<file path="config.mk">
export PLATFORM = sky130hd
export DESIGN_NAME = ahb_matrix_decode_param
export DESIGN_NICKNAME = d
export VERILOG_FILES = /design/src/rtl/ahb_matrix_decode_param.sv
export SDC_FILE = /design/constraint.sdc
export NUM_CORES = 1
export LEC_CHECK = 0
export ABC_AREA = 1
export BUFFER_PORTS_ARGS = -buffer_cell sky130_fd_sc_hd__buf_2
export CORE_UTILIZATION = 27
export CTS_CLUSTER_SIZE = 30
export DETAILED_ROUTE_END_ITERATION = 6
export GPL_ROUTABILITY_DRIVEN = 0
export PLACE_DENSITY = 0.78
export SLEW_MARGIN = 20
export SYNTH_ARGS = -nofsm -noshare
export SYNTH_HDL_FRONTEND = slang
export SYNTH_SLANG_ARGS = --single-unit
</file>
<file path="constraint.sdc">
create_clock -name HCLK -period 1.27 [get_ports HCLK]
set_input_delay 0.254 -clock HCLK [delete_from_list [all_inputs] [get_ports HCLK]]
set_output_delay 0.254 -clock HCLK [all_outputs]
set_load 0.05 [all_outputs]
</file>
<file path="src/rtl/ahb_matrix_decode_param.sv">
// ahb_matrix_decode_param
// Per-slave-interface address decoder for the AHB bus matrix.
// - Compares HADDR[31:10] against per-port base/mask regions. The lowest
//   index wins on overlap, and unmapped accesses go to an internal default
//   slave.
// - The default slave answers NONSEQ/SEQ with a two-cycle ERROR and answers
//   IDLE/BUSY with a zero-wait OKAY.
// - The data-phase port is registered, and the selected output stage's
//   response is muxed back to the input stage.
// Optional feature, enabled with macro AHB_MATRIX_DECODE_ERRCAP_EN: a sticky
// first-error address capture, read out on err_valid/err_addr and cleared
// with err_clr.
// PW must satisfy 2**PW > NUM_PORTS so that the default-slave index
// (NUM_PORTS) can be represented.

module ahb_matrix_decode_param #(
    parameter int                         NUM_PORTS   = 1,
    parameter int                         DATA_WIDTH  = 32,
    parameter int                         USER_WIDTH  = 32,
    parameter logic [22*NUM_PORTS-1:0]    REGION_BASE = {NUM_PORTS{22'h0}},
    parameter logic [22*NUM_PORTS-1:0]    REGION_MASK = {NUM_PORTS{22'h3FFFC0}},
    parameter int                         PW          = 3
) (
    input  logic                             HCLK,
    input  logic                             HRESETn,
    input  logic                             HREADYS,
    input  logic                             sel_dec,
    input  logic [21:0]                      decode_addr_dec,
    input  logic [1:0]                       trans_dec,
    input  logic [NUM_PORTS-1:0]             active_dec_i,
    input  logic [NUM_PORTS-1:0]             readyout_dec_i,
    input  logic [2*NUM_PORTS-1:0]           resp_dec_i,
    input  logic [DATA_WIDTH*NUM_PORTS-1:0]  rdata_dec_i,
    input  logic [USER_WIDTH*NUM_PORTS-1:0]  ruser_dec_i,
`ifdef AHB_MATRIX_DECODE_ERRCAP_EN
    input  logic                             err_clr,
    output logic                             err_valid,
    output logic [21:0]                      err_addr,
`endif
    output logic [NUM_PORTS-1:0]             sel_dec_o,
    output logic                             active_dec,
    output logic                             HREADYOUTS,
    output logic [1:0]                       HRESPS,
    output logic [DATA_WIDTH-1:0]            HRDATAS,
    output logic [USER_WIDTH-1:0]            HRUSERS
);

    localparam logic [PW-1:0] DFT       = PW'(NUM_PORTS);
    localparam logic [1:0]    RESP_OKAY = 2'b00;
    localparam logic [1:0]    RESP_ERR  = 2'b01;
    localparam logic [1:0]    TRANS_IDLE = 2'b00;

    typedef enum logic [1:0] {
        DS_IDLE = 2'b00,
        DS_ERR1 = 2'b01,
        DS_ERR2 = 2'b10
    } ds_state_t;

    ds_state_t       ds_state;
    ds_state_t       ds_next;
    logic [PW-1:0]   hit_port;
    logic [PW-1:0]   addr_port;
    logic [PW-1:0]   data_port;
    logic            sel_dft;
    logic            ds_ready;
    logic [1:0]      ds_resp;

    // Region compare; scanning from the top down lets the lowest index win.
    always_comb begin
        hit_port = DFT;
        for (int i = NUM_PORTS - 1; i >= 0; i--) begin
            if ((decode_addr_dec & REGION_MASK[i*22 +: 22]) ==
                (REGION_BASE[i*22 +: 22] & REGION_MASK[i*22 +: 22])) begin
                hit_port = PW'(i);
            end
        end
    end

    // An IDLE keeps the current data-phase slave selected.
    always_comb begin
        if ((data_port != DFT) && (trans_dec == TRANS_IDLE)) begin
            addr_port = data_port;
        end else begin
            addr_port = hit_port;
        end
    end

    // One-hot select and active flag; the default slave always reads as active.
    always_comb begin
        sel_dec_o  = '0;
        active_dec = 1'b1;
        for (int i = 0; i < NUM_PORTS; i++) begin
            if (addr_port == PW'(i)) begin
                sel_dec_o[i] = sel_dec;
                active_dec   = active_dec_i[i];
            end
        end
        sel_dft = sel_dec & (addr_port == DFT);
    end

    // The data-phase port advances on the matrix-wide HREADYS, not on the muxed HREADYOUTS.
    always_ff @(posedge HCLK or negedge HRESETn) begin
        if (!HRESETn) begin
            data_port <= '0;
        end else if (HREADYS) begin
            data_port <= addr_port;
        end
    end

    // Default-slave state register.
    always_ff @(posedge HCLK or negedge HRESETn) begin
        if (!HRESETn) begin
            ds_state <= DS_IDLE;
        end else begin
            ds_state <= ds_next;
        end
    end

    // Default-slave next state and its two-cycle ERROR response.
    always_comb begin
        ds_next  = ds_state;
        ds_ready = 1'b1;
        ds_resp  = RESP_OKAY;
        case (ds_state)
            DS_IDLE: begin
                if (sel_dft && HREADYS && trans_dec[1]) begin
                    ds_next = DS_ERR1;
                end
            end
            DS_ERR1: begin
                ds_ready = 1'b0;
                ds_resp  = RESP_ERR;
                ds_next  = DS_ERR2;
            end
            DS_ERR2: begin
                ds_resp = RESP_ERR;
                if (sel_dft && HREADYS && trans_dec[1]) begin
                    ds_next = DS_ERR1;
                end else begin
                    ds_next = DS_IDLE;
                end
            end
            default: begin
                ds_next = DS_IDLE;
            end
        endcase
    end

    // Return-path mux; a data_port beyond DFT is unreachable and yields X.
    always_comb begin
        HREADYOUTS = 1'bx;
        HRESPS     = 'x;
        HRDATAS    = 'x;
        HRUSERS    = 'x;
        if (data_port == DFT) begin
            HREADYOUTS = ds_ready;
            HRESPS     = ds_resp;
            HRDATAS    = '0;
            HRUSERS    = '0;
        end
        for (int i = 0; i < NUM_PORTS; i++) begin
            if (data_port == PW'(i)) begin
                HREADYOUTS = readyout_dec_i[i];
                HRESPS     = resp_dec_i[i*2 +: 2];
                HRDATAS    = rdata_dec_i[i*DATA_WIDTH +: DATA_WIDTH];
                HRUSERS    = ruser_dec_i[i*USER_WIDTH +: USER_WIDTH];
            end
        end
    end

`ifdef AHB_MATRIX_DECODE_ERRCAP_EN
    logic err_start;

    always_comb begin
        err_start = (ds_next == DS_ERR1) && (ds_state != DS_ERR1);
    end

    // Sticky first-error capture; a capture coinciding with a clear wins.
    always_ff @(posedge HCLK or negedge HRESETn) begin
        if (!HRESETn) begin
            err_valid <= 1'b0;
            err_addr  <= '0;
        end else if (err_start && (!err_valid || err_clr)) begin
            err_valid <= 1'b1;
            err_addr  <= decode_addr_dec;
        end else if (err_clr) begin
            err_valid <= 1'b0;
        end
    end
`endif

endmodule
</file>
==> results.cfg <==
[power_and_ir_drop]
ir_drop_v = 0.000700
fin_total_pwr_uw = 2510
pwr_density_cell_mw_per_mm2 = 814
p_leak_uw = 0.00169
internal_power_uw = 1210
p_sw_frac = 0.518
switchingPower_uw = 1300
pwr-share-clk = 0.117
combPwrFrac = 0.802
seq_power_share = 0.081

[yosys]
yosys_warnings = 0
netlist_instances = 201
syn_avg_cell_area_um2 = 5.51
ys_types = 17
netlist_area_mm2 = 0.00111
synth.net_count = 302
ys_ff_latch = 5
yosysSeqAreaShare = 0.113

[floorplan]
std_cell_rows = 22
pin_count = 165
die_h_um = 66.0
design.die.area_mm2 = 0.00436
die_x_um = 66.0
initial_core_util = 0.292
coreArea_mm2 = 0.00380

[setup_path]
crit_top_cell = nand2_1
required_ns = 1.02
startpoint_type = flop
cp-end-kind = output port
r2r_cells = 8
critPathKind = reg -> out
endpoint = sel_dec_o
r2r_end = data_port[0]$_DFFE_PN0P_
worstPathMaxFanout = 3
rrSetupSlack_ns = -0.09
cpMaxStageDelayCell = dfrtp_1
startpoint = data_port[1]$_DFFE_PN0P_
crit_chain = nor2_4 -> nand2_1 -> nand2_1 -> nand3_2 -> and2_4 -> nor3_4 -> buf_6
timing.rr.start = data_port[1]$_DFFE_PN0P_
critPathArrivalTime_ns = 1.52
cpPeakStageDelay_ns = 0.39

[clocking]
htreeDepth = 1
cts_tree = yes
clock_latency_ns = 0.22
cts-root-buf = clkbuf_8
cts_buffer_depth = 2
cts-buffers-inserted = 3
clk_pin_slew_ns = 0.04
clkSinkCount = 5

[timing]
maxSlewViolCount = 0
rsz0062_at_grt = true
setup_viol = 72
finalHoldViolations = 0
period_minus_slack_ns = 1.77
finalCritPeriodShare = 1.39
slew_headroom = 0.594
holdWs_ns = 0.238
setup_ws_ns = -0.500
worst_slew_pin_slew_ns = 0.604
fmax_mhz = 565
clock_skew_ns = 0.00410

[grt]
grt_pass1_vias = 1691
grt_usage = 0.194
grt_max_degree = 27
globalRouteOverflowTotal = 0
grt_pass1_wl_um = 6710
antenna_found_initial = 0

[cells_and_area]
area_growth_syn_to_layout_pct = 178
layout_common_cells = buf_2 (89), inv_1 (73), nor2_4 (66), buf_6 (57), nor2_1 (16)
drive_gt1_frac = 0.683
final_common_cell = buf_2
finalNetCount = 474
final_cell_area_mm2 = 0.00308
instances_no_fill = 420
antenna_cells = 0

[placement]
placed_cells = 410
dpl-instance-area_mm2 = 0.00238
post-dp-hpwl_um = 3320
io_buffers = 158

[status]
status = complete, but fails checks
violations = setup timing

[drt]
dr.pass1.iters = 4
drc = 0
via_per_inst = 4.26
routed_wl_um = 5430
route.vias.total = 1788
antenna_left = 0
wl_per_cell_um = 12.9
drtIter0Drc = 36

[hold_path]
hp-start = HREADYS
min_path_type = in -> reg

[run]
cap_viol_max_count = 0
==> Yosys cell counts <==
| master | number | area share |
|---|---|---|
| o21ai_1 | 1 | 0.0045 |
| nor3_1 | 1 | 0.0045 |
| buf_2 | 3 | 0.014 |
| buf_6 | 4 | 0.041 |
| a21oi_1 | 1 | 0.0045 |
| mux2_2 | 1 | 0.010 |
| nor2_2 | 22 | 0.12 |
| nor3_2 | 1 | 0.0090 |
| inv_1 | 73 | 0.25 |
| nor2_4 | 11 | 0.11 |
| nand2_2 | 1 | 0.0057 |
| nor2_1 | 52 | 0.18 |
| ha_1 | 5 | 0.056 |
| nand2_1 | 14 | 0.047 |
| nand3_1 | 5 | 0.023 |
| and2_4 | 1 | 0.0079 |
| dfrtp_1 | 5 | 0.11 |
==> per-layer routing <==
metal | vias to the layer above | track usage | wire [um]
met5 | - | 0 | 0
met4 | 0 | 0.0798 | 170
met3 | 14 | 0.0293 | 425
met2 | 94 | 0.415 | 3030
met1 | 796 | 0.174 | 1810
li1 | 884 | - | -
==> state kept, by name, summed over array words and instances, names as in the netlist <==
register   count
ds_state       2
data_port      3
==> worst max-delay path, delay by kind of cell (launching register included) <==
| kind | cells | cell delay (ns) |
|---|---|---|
| flip-flops | 1 | 0.39 |
| buffers and inverters | 1 | 0.18 |
| AND/OR/NAND/NOR | 6 | 0.73 |
==> through the flow <==
| stage | setup TNS, ns | util | setup slack (ns) |
|---|---|---|---|
| after CTS | -28.90 | 0.749 | -0.502 |
| after global routing | -33.22 | 0.811 | -0.565 |
| after floorplan | -9.57 | - | -0.249 |
| final | -28.60 | 0.811 | -0.500 |
| after detailed placement | -16.49 | 0.628 | -0.340 |
| after global placement | -15.64 | 0.628 | -0.297 |
==> repair_timing <==
action | in CTS | in global routing
endpoints found under the hold margin | 5 | 0
hold buffers | 1 | 0
pin swaps | 2 | 4
setup endpoints to repair | 71 | 72
setup buffers | 2 | 1
gates resized for setup | 120 | 48
gates cloned | 1 | 2
==> cell families (layout without fill, tap and decap cells) <==
kind of cell	Yosys count	after routing	synth area share
muxes	1	1	0.0102
and+or+nand+nor	108	108	0.510
adders and majority gates	5	5	0.0565
AOI/OAI and AO/OA	2	2	0.00903
buffers and inverters	80	251	0.302
DFF	5	5	0.113
==> power groups by stage <==
stage                     combinational [uW]  sequential [uW]  clock, uW
after CTS                               1870              205        307
after global placement                  1600              207          0
after detailed placement                1620              207          0
after floorplan                         1160              215          0
final                                   2010              204        292
after global routing                    2130              206        313
==> final cells by class <==
type / count / area, um2
Clock buffer: 4 / 45.0
Inverter: 73 / 274
Multi-Input combinational cell: 116 / 1060
Timing Repair Buffer: 174 / 1520
Fill cell: 226 / 717
Sequential cell: 5 / 125
Tap cell: 48 / 60.1
==> worst min path at each step <==
stage | cells past startpoint | to | slack (ns)
2_1_floorplan | 0 | data_port[0]$_DFFE_PN0P_ | -0.04
3_3_place_gp | 1 | data_port[2]$_DFFE_PN0P_ | 0.07
3_5_place_dp | 1 | data_port[2]$_DFFE_PN0P_ | 0.07
4_1_cts | 2 | data_port[0]$_DFFE_PN0P_ | 0.23
5_1_grt | 2 | data_port[0]$_DFFE_PN0P_ | 0.25
6_report | 2 | data_port[0]$_DFFE_PN0P_ | 0.24
No activity file was read; power rests on OpenSTA's default activity.
